===== src/rtl/escritor_registros_pkg.sv =====
// Shared constants for the filter-datapath configuration blocks: bus widths,
// config ROM word layout and the register-writer state encoding.
package paquete_filtros;

    localparam int ANCHO_DIR  = 11;
    localparam int ANCHO_DATO = 21;
    localparam int ANCHO_ROM  = 5;
    localparam int PAUSA_DEF  = 2;

    // ROM word layout: register address in the upper bits, register data below it
    localparam int ROM_LSB_DATO = 0;
    localparam int ROM_LSB_DIR  = ANCHO_DATO;

    localparam logic [2:0] EST_REPOSO   = 3'd0;
    localparam logic [2:0] EST_LEER     = 3'd1;
    localparam logic [2:0] EST_ESPERA   = 3'd2;
    localparam logic [2:0] EST_ESCRIBIR = 3'd3;
    localparam logic [2:0] EST_PAUSA    = 3'd4;
    localparam logic [2:0] EST_FIN      = 3'd5;

    // Counter width able to hold ciclos-1; never narrower than one bit
    function automatic int ancho_contador(input int ciclos);
        return (ciclos < 2) ? 1 : $clog2(ciclos);
    endfunction

endpackage


===== src/rtl/escritor_registros_if.sv =====
// Register-write bus shared by the configuration initiator and the control
// blocks it programs (control_mascara and siblings).
interface escritor_registros_if #(
    parameter int ANCHO_DIR  = paquete_filtros::ANCHO_DIR,
    parameter int ANCHO_DATO = paquete_filtros::ANCHO_DATO
);

    logic [ANCHO_DIR-1:0]  direccion_registros;
    logic [ANCHO_DATO-1:0] datos_registros;
    logic                  habilitacion_registros;

    modport master (
        output direccion_registros,
        output datos_registros,
        output habilitacion_registros
    );

    modport slave (
        input direccion_registros,
        input datos_registros,
        input habilitacion_registros
    );

endinterface


===== src/rtl/escritor_registros_contador_pausa.sv =====
// Loadable down-counter with a zero flag; it saturates at zero so an idle
// decrement request is harmless.
module contador_pausa #(
    parameter int ANCHO = 2
) (
    input  logic             clk,
    input  logic             reset,
    input  logic             cargar,
    input  logic [ANCHO-1:0] valor,
    input  logic             decrementar,
    output logic             cero
);

    logic [ANCHO-1:0] cuenta;

    always_ff @(posedge clk or posedge reset) begin
        if (reset) begin
            cuenta <= '0;
        end else if (cargar) begin
            cuenta <= valor;
        end else if (decrementar && (cuenta != '0)) begin
            cuenta <= cuenta - 1'b1;
        end
    end

    assign cero = (cuenta == '0);

endmodule


===== src/rtl/escritor_registros.sv =====
// Configuration initiator: on inicio, walks a synchronous config ROM and issues
// one register-write strobe per word, separated by PAUSA idle cycles.
module escritor_registros #(
    parameter int ANCHO_DIR  = paquete_filtros::ANCHO_DIR,
    parameter int ANCHO_DATO = paquete_filtros::ANCHO_DATO,
    parameter int ANCHO_ROM  = paquete_filtros::ANCHO_ROM,
    parameter int PAUSA      = paquete_filtros::PAUSA_DEF
) (
    input  logic                          clk,
    input  logic                          reset,
    input  logic                          inicio,
    input  logic [ANCHO_ROM:0]            num_escrituras,
    output logic [ANCHO_ROM-1:0]          direccion_rom,
    input  logic [ANCHO_DIR+ANCHO_DATO-1:0] dato_rom,
    output logic                          ocupado,
    output logic                          listo,
    escritor_registros_if.master          bus
);

    import paquete_filtros::*;

    localparam int ANCHO_CNT = ancho_contador(PAUSA);
    localparam logic [ANCHO_CNT-1:0] CARGA_PAUSA = ANCHO_CNT'((PAUSA > 0) ? PAUSA - 1 : 0);
    localparam logic [ANCHO_ROM:0]   UNO = (ANCHO_ROM + 1)'(1);

    logic [2:0]         estado;
    logic [2:0]         estado_sig;
    logic [ANCHO_ROM:0] total;
    logic [ANCHO_ROM:0] indice;
    logic [ANCHO_ROM:0] indice_lectura;
    logic               ultima;
    logic               pausa_cero;

    assign ultima  = ((indice + UNO) == total);
    assign ocupado = (estado != EST_REPOSO);

    // Index presented to the ROM on entry to LEER; ROM address only moves then
    always_comb begin
        indice_lectura = indice;
        if (estado == EST_REPOSO) begin
            indice_lectura = '0;
        end else if (estado == EST_ESCRIBIR) begin
            indice_lectura = indice + UNO;
        end
    end

    always_comb begin
        estado_sig = estado;
        case (estado)
            EST_REPOSO:   if (inicio) estado_sig = (num_escrituras == '0) ? EST_FIN : EST_LEER;
            EST_LEER:     estado_sig = EST_ESPERA;
            EST_ESPERA:   estado_sig = EST_ESCRIBIR;
            EST_ESCRIBIR: begin
                if (ultima)         estado_sig = EST_FIN;
                else if (PAUSA > 0) estado_sig = EST_PAUSA;
                else                estado_sig = EST_LEER;
            end
            EST_PAUSA:    if (pausa_cero) estado_sig = EST_LEER;
            EST_FIN:      estado_sig = EST_REPOSO;
            default:      estado_sig = EST_REPOSO;
        endcase
    end

    always_ff @(posedge clk or posedge reset) begin
        if (reset) begin
            estado                     <= EST_REPOSO;
            total                      <= '0;
            indice                     <= '0;
            direccion_rom              <= '0;
            listo                      <= 1'b0;
            bus.direccion_registros    <= '0;
            bus.datos_registros        <= '0;
            bus.habilitacion_registros <= 1'b0;
        end else begin
            estado                     <= estado_sig;
            listo                      <= (estado_sig == EST_FIN);
            bus.habilitacion_registros <= (estado == EST_ESPERA);
            if ((estado == EST_REPOSO) && inicio) begin
                total  <= num_escrituras;
                indice <= '0;
            end
            if (estado == EST_ESCRIBIR) begin
                indice <= indice + UNO;
            end
            if (estado_sig == EST_LEER) begin
                direccion_rom <= indice_lectura[ANCHO_ROM-1:0];
            end
            // The ROM word read during LEER is valid for the whole ESPERA cycle
            if (estado == EST_ESPERA) begin
                bus.direccion_registros <= dato_rom[ROM_LSB_DIR +: ANCHO_DIR];
                bus.datos_registros     <= dato_rom[ROM_LSB_DATO +: ANCHO_DATO];
            end
        end
    end

    contador_pausa #(
        .ANCHO(ANCHO_CNT)
    ) u_contador_pausa (
        .clk         (clk),
        .reset       (reset),
        .cargar      (estado == EST_ESCRIBIR),
        .valor       (CARGA_PAUSA),
        .decrementar (estado == EST_PAUSA),
        .cero        (pausa_cero)
    );

endmodule


===== src/flat_wrapper.sv =====
// flat-port wrapper written by rule: the top's interface ports become plain ports
module escritor_registros_flat import paquete_filtros::*;
#(
    parameter int ANCHO_DIR  = paquete_filtros::ANCHO_DIR,
    parameter int ANCHO_DATO = paquete_filtros::ANCHO_DATO,
    parameter int ANCHO_ROM  = paquete_filtros::ANCHO_ROM,
    parameter int PAUSA      = paquete_filtros::PAUSA_DEF
)
  (clk, reset, inicio, num_escrituras, direccion_rom, dato_rom, ocupado, listo, bus_direccion_registros, bus_datos_registros, bus_habilitacion_registros);
  escritor_registros_if #(.ANCHO_DIR(ANCHO_DIR), .ANCHO_DATO(ANCHO_DATO)) bus_i ();
  input  logic clk;
  input  logic reset;
  input  logic inicio;
  input  logic [ANCHO_ROM:0] num_escrituras;
  output logic [ANCHO_ROM-1:0] direccion_rom;
  input  logic [ANCHO_DIR+ANCHO_DATO-1:0] dato_rom;
  output logic ocupado;
  output logic listo;
  output wire logic [$bits(bus_i.direccion_registros)-1:0] bus_direccion_registros;
  output wire logic [$bits(bus_i.datos_registros)-1:0] bus_datos_registros;
  output wire logic [$bits(bus_i.habilitacion_registros)-1:0] bus_habilitacion_registros;
  assign bus_direccion_registros = bus_i.direccion_registros;
  assign bus_datos_registros = bus_i.datos_registros;
  assign bus_habilitacion_registros = bus_i.habilitacion_registros;
  escritor_registros #(.ANCHO_DIR(ANCHO_DIR), .ANCHO_DATO(ANCHO_DATO), .ANCHO_ROM(ANCHO_ROM), .PAUSA(PAUSA)) u_core (.clk(clk), .reset(reset), .inicio(inicio), .num_escrituras(num_escrituras), .direccion_rom(direccion_rom), .dato_rom(dato_rom), .ocupado(ocupado), .listo(listo), .bus(bus_i));
endmodule

===== config.mk =====
export PLATFORM = sky130hd
export DESIGN_NAME = escritor_registros_flat
export DESIGN_NICKNAME = d
export VERILOG_FILES = /design/src/rtl/escritor_registros_pkg.sv /design/src/rtl/escritor_registros_if.sv /design/src/rtl/escritor_registros_contador_pausa.sv /design/src/rtl/escritor_registros.sv /design/src/flat_wrapper.sv
export SDC_FILE = /design/constraint.sdc
export NUM_CORES = 1
export LEC_CHECK = 0
export ABC_AREA = 1
export CORE_UTILIZATION = 40
export DETAILED_ROUTE_END_ITERATION = 6
export PLACE_DENSITY = 0.71
export SYNTH_ARGS = -nofsm -noshare
export SYNTH_HDL_FRONTEND = slang
export SYNTH_SLANG_ARGS = --single-unit

===== constraint.sdc =====
create_clock -name clk -period 4.5 [get_ports clk]
set_input_delay 1.35 -clock clk [delete_from_list [all_inputs] [get_ports clk]]
set_output_delay 1.35 -clock clk [all_outputs]
set_load 0.1 [all_outputs]

==> results_dict.tcl <==
set metrics [dict create \
    status "completed" \
    max_freq_ghz 0.281 \
    synth_area_sq_mm 0.00244 \
    vdd_drop_max_uv 167 \
    path_max_fanout 7 \
    clk_path_buf_depth 2 \
    antenna_found_initial 0 \
    post_cts_buffers 0 \
    cts_tree "built" \
    setup_viol 0 \
    crit_arrival_ns 2.22 \
    worst_setup_path_end_kind "output pin" \
    hold_class "flop to flop" \
    root_buffer "clkbuf_8" \
    final_max_slew_viol_count 0 \
    synth_cells 296 \
    hold_viol_final 0 \
    start_util_pct 41.3 \
    worstSkewPairLatency_ns 0.31 \
    path_clk_slew_ns 0.09 \
    cts_resized 0 \
    syn_area_per_cell_sq_um 8.25 \
    drt.antenna.violating_nets 0 \
    firstDrtPassIters 4 \
    drt_wl_total_mm 5.22 \
    finClkSkew_ns 0.00598 \
    tightest_slew_ns 1.01 \
    cts_buffers 5 \
    grt_max_degree 34 \
    final.period_utilization_pct 79.2 \
    whs_ns 0.477 \
    ctsHoldBuffers 0 \
    cts_sinks 55 \
    hpwl_mm 3.71 \
    grt_pass1_wl_mm 8.85 \
    path_class "flop to output pin" \
    die_h_microns 80.1 \
    worstPathRequired_ns 3.15 \
    wl_per_cell_microns 11.6 \
    register_area_sq_mm 0.00138 \
    vias_per_cell 4.65 \
    diodes 0 \
    vias 2096 \
    port_buffers 80 \
    ff2ff_path_depth 12 \
    final_cells 451 \
    die_w_microns 80.1 \
    gp_congestion 0.799 \
    multi_input_area_sq_um 920 \
    fin_crit_ns 3.57 \
    drive_gt1_share_pct 5.85 \
    die_area_sq_mm 0.00642 \
    ys_warn_count 0 \
    grtUsageTotal_pct 18.2 \
    final_util_pct 57.7 \
    nets 419 \
    finalPower_mw 1.03 \
    fp-row-count 28 \
    route.detailed.drc 0 \
    ys_types 27 \
    grt_remaining_overflow 0 \
    htreeDepth 2 \
    fillerInstances 541 \
    ys_ff_latch 55 \
    start_kind "flop" \
    relSlewSlack_pct 32.5 \
    holdPathStages 2 \
    powerDensity_mw_per_mm2 302 \
    drt_iter0_drc 97 \
    fp.coreArea_sq_mm 0.00592 \
    grt_setup_unrepaired "false" \
    syn2layout_area_growth_pct 39.9 \
    dp_cells 444 \
    fin_setup_tns_ns 0 \
    synth-seq-area-share_pct 56.4 \
    ios 81 \
    max_cap_viol_count 0 \
    leakagePower_nw 1.66 \
    first_global_vias 1984 \
    synth_fp_nets 339 \
]
## sequential cells by signal, summed over array words and instances (netlist names)
name                               count
u_core.direccion_rom                   5
u_core.estado                          3
u_core.bus.direccion_registros        11
u_core.indice                          6
u_core.u_contador_pausa.cuenta         1
u_core.total                           6
u_core.bus.datos_registros            21
u_core.bus.habilitacion_registros      1
u_core.listo                           1
## worst paths after layout
| kind | start | end | slack (ns) |
|---|---|---|---|
| max | u_core.estado[0] | ocupado | 0.93 |
| min | u_core.bus.datos_registros[15] | u_core.bus.datos_registros[15] | 0.48 |
| max reg2reg | u_core.indice[0] | u_core.direccion_rom[0] | 2.66 |
| min reg2reg | u_core.bus.datos_registros[15] | u_core.bus.datos_registros[15] | 0.48 |
| max in group asynchronous | reset | u_core.direccion_rom[1] | 2.29 |
| min in group asynchronous | reset | u_core.bus.direccion_registros[8] | 1.44 |
## kinds of logic after synthesis
logic type	share of synthesized area, %
XOR/XNOR	0.359
buffers and inverters	6.10
AO/OA/AOI/OAI	4.76
flip-flops	56.4
AND/OR/NAND/NOR	31.4
adder cells (fa/ha/maj)	1.02
## layout make-up
type | instances | area share (%)
Clock buffer | 6 | 2.12
Clock inverter | 1 | 0.879
Inverter | 29 | 3.19
Multi-Input combinational cell | 203 | 26.9
Sequential cell | 55 | 40.3
Tap cell | 75 | 2.75
Timing Repair Buffer | 82 | 23.9
## synth_stat cells, drive strengths merged
cell type | n | area, sq um
dfrtp | 55 | 1380
or2 | 2 | 15.0
nor2 | 19 | 83.8
buf | 3 | 17.5
o22ai | 1 | 6.26
clkbuf | 6 | 22.5
a211oi | 1 | 7.51
o21ai | 10 | 50.1
nor3 | 2 | 15.0
nand4 | 8 | 50.1
nand3 | 12 | 77.6
ha | 2 | 25.0
xnor2 | 1 | 8.76
inv | 29 | 109
o211ai | 1 | 12.5
nand2 | 136 | 526
a21oi | 8 | 40.0
## cell usage in the layout, fill, tap and decap left out
master	count
o21ai_1	2
nor2_1	15
nand3_2	1
nand2_1	134
dfrtp_1	55
o22ai_1	1
clkbuf_1	1
inv_1	26
nand3_4	1
nor2_4	1
nand4_1	8
nor3_1	1
inv_2	3
a211oi_1	1
a21oi_1	8
o211ai_2	1
ha_1	2
clkbuf_8	5
bufinv_16	1
nor3_2	1
or2_1	1
nand3_1	10
buf_4	2
nand2_4	2
o21ai_0	8
nor2_2	3
or2_4	1
clkdlybuf4s50_1	80
xnor2_1	1
## per-layer routing
layer,GRT usage [%],up-vias,wire [microns]
li1,-,1075,-
met1,22.8,949,2290
met2,28.7,66,2400
met3,7.27,6,468
met4,5.36,0,63
met5,0,-,0
## critical path: stages (launching register included)
cell             delay (ns)
dfrtp_1                0.41
or2_4                  0.28
nor2_4                 0.19
inv_1                  0.07
clkdlybuf4s50_1        0.96
## metrics by stage
step / cell area [sq um] / setup WS, ns
after global placement: 3310 / 1.31
after global routing: 3420 / 0.851
after detailed placement: 3310 / 1.27
after floorplan: 2440 / 1.81
after CTS: 3420 / 0.921
final: 3420 / 0.935
## where the power goes
part           total (mW)  internal [mW]  switching (mW)
logic               0.198         0.0600           0.138
registers           0.516          0.508         0.00806
clock network       0.316          0.163           0.153
(Power assumes the default switching activity.)
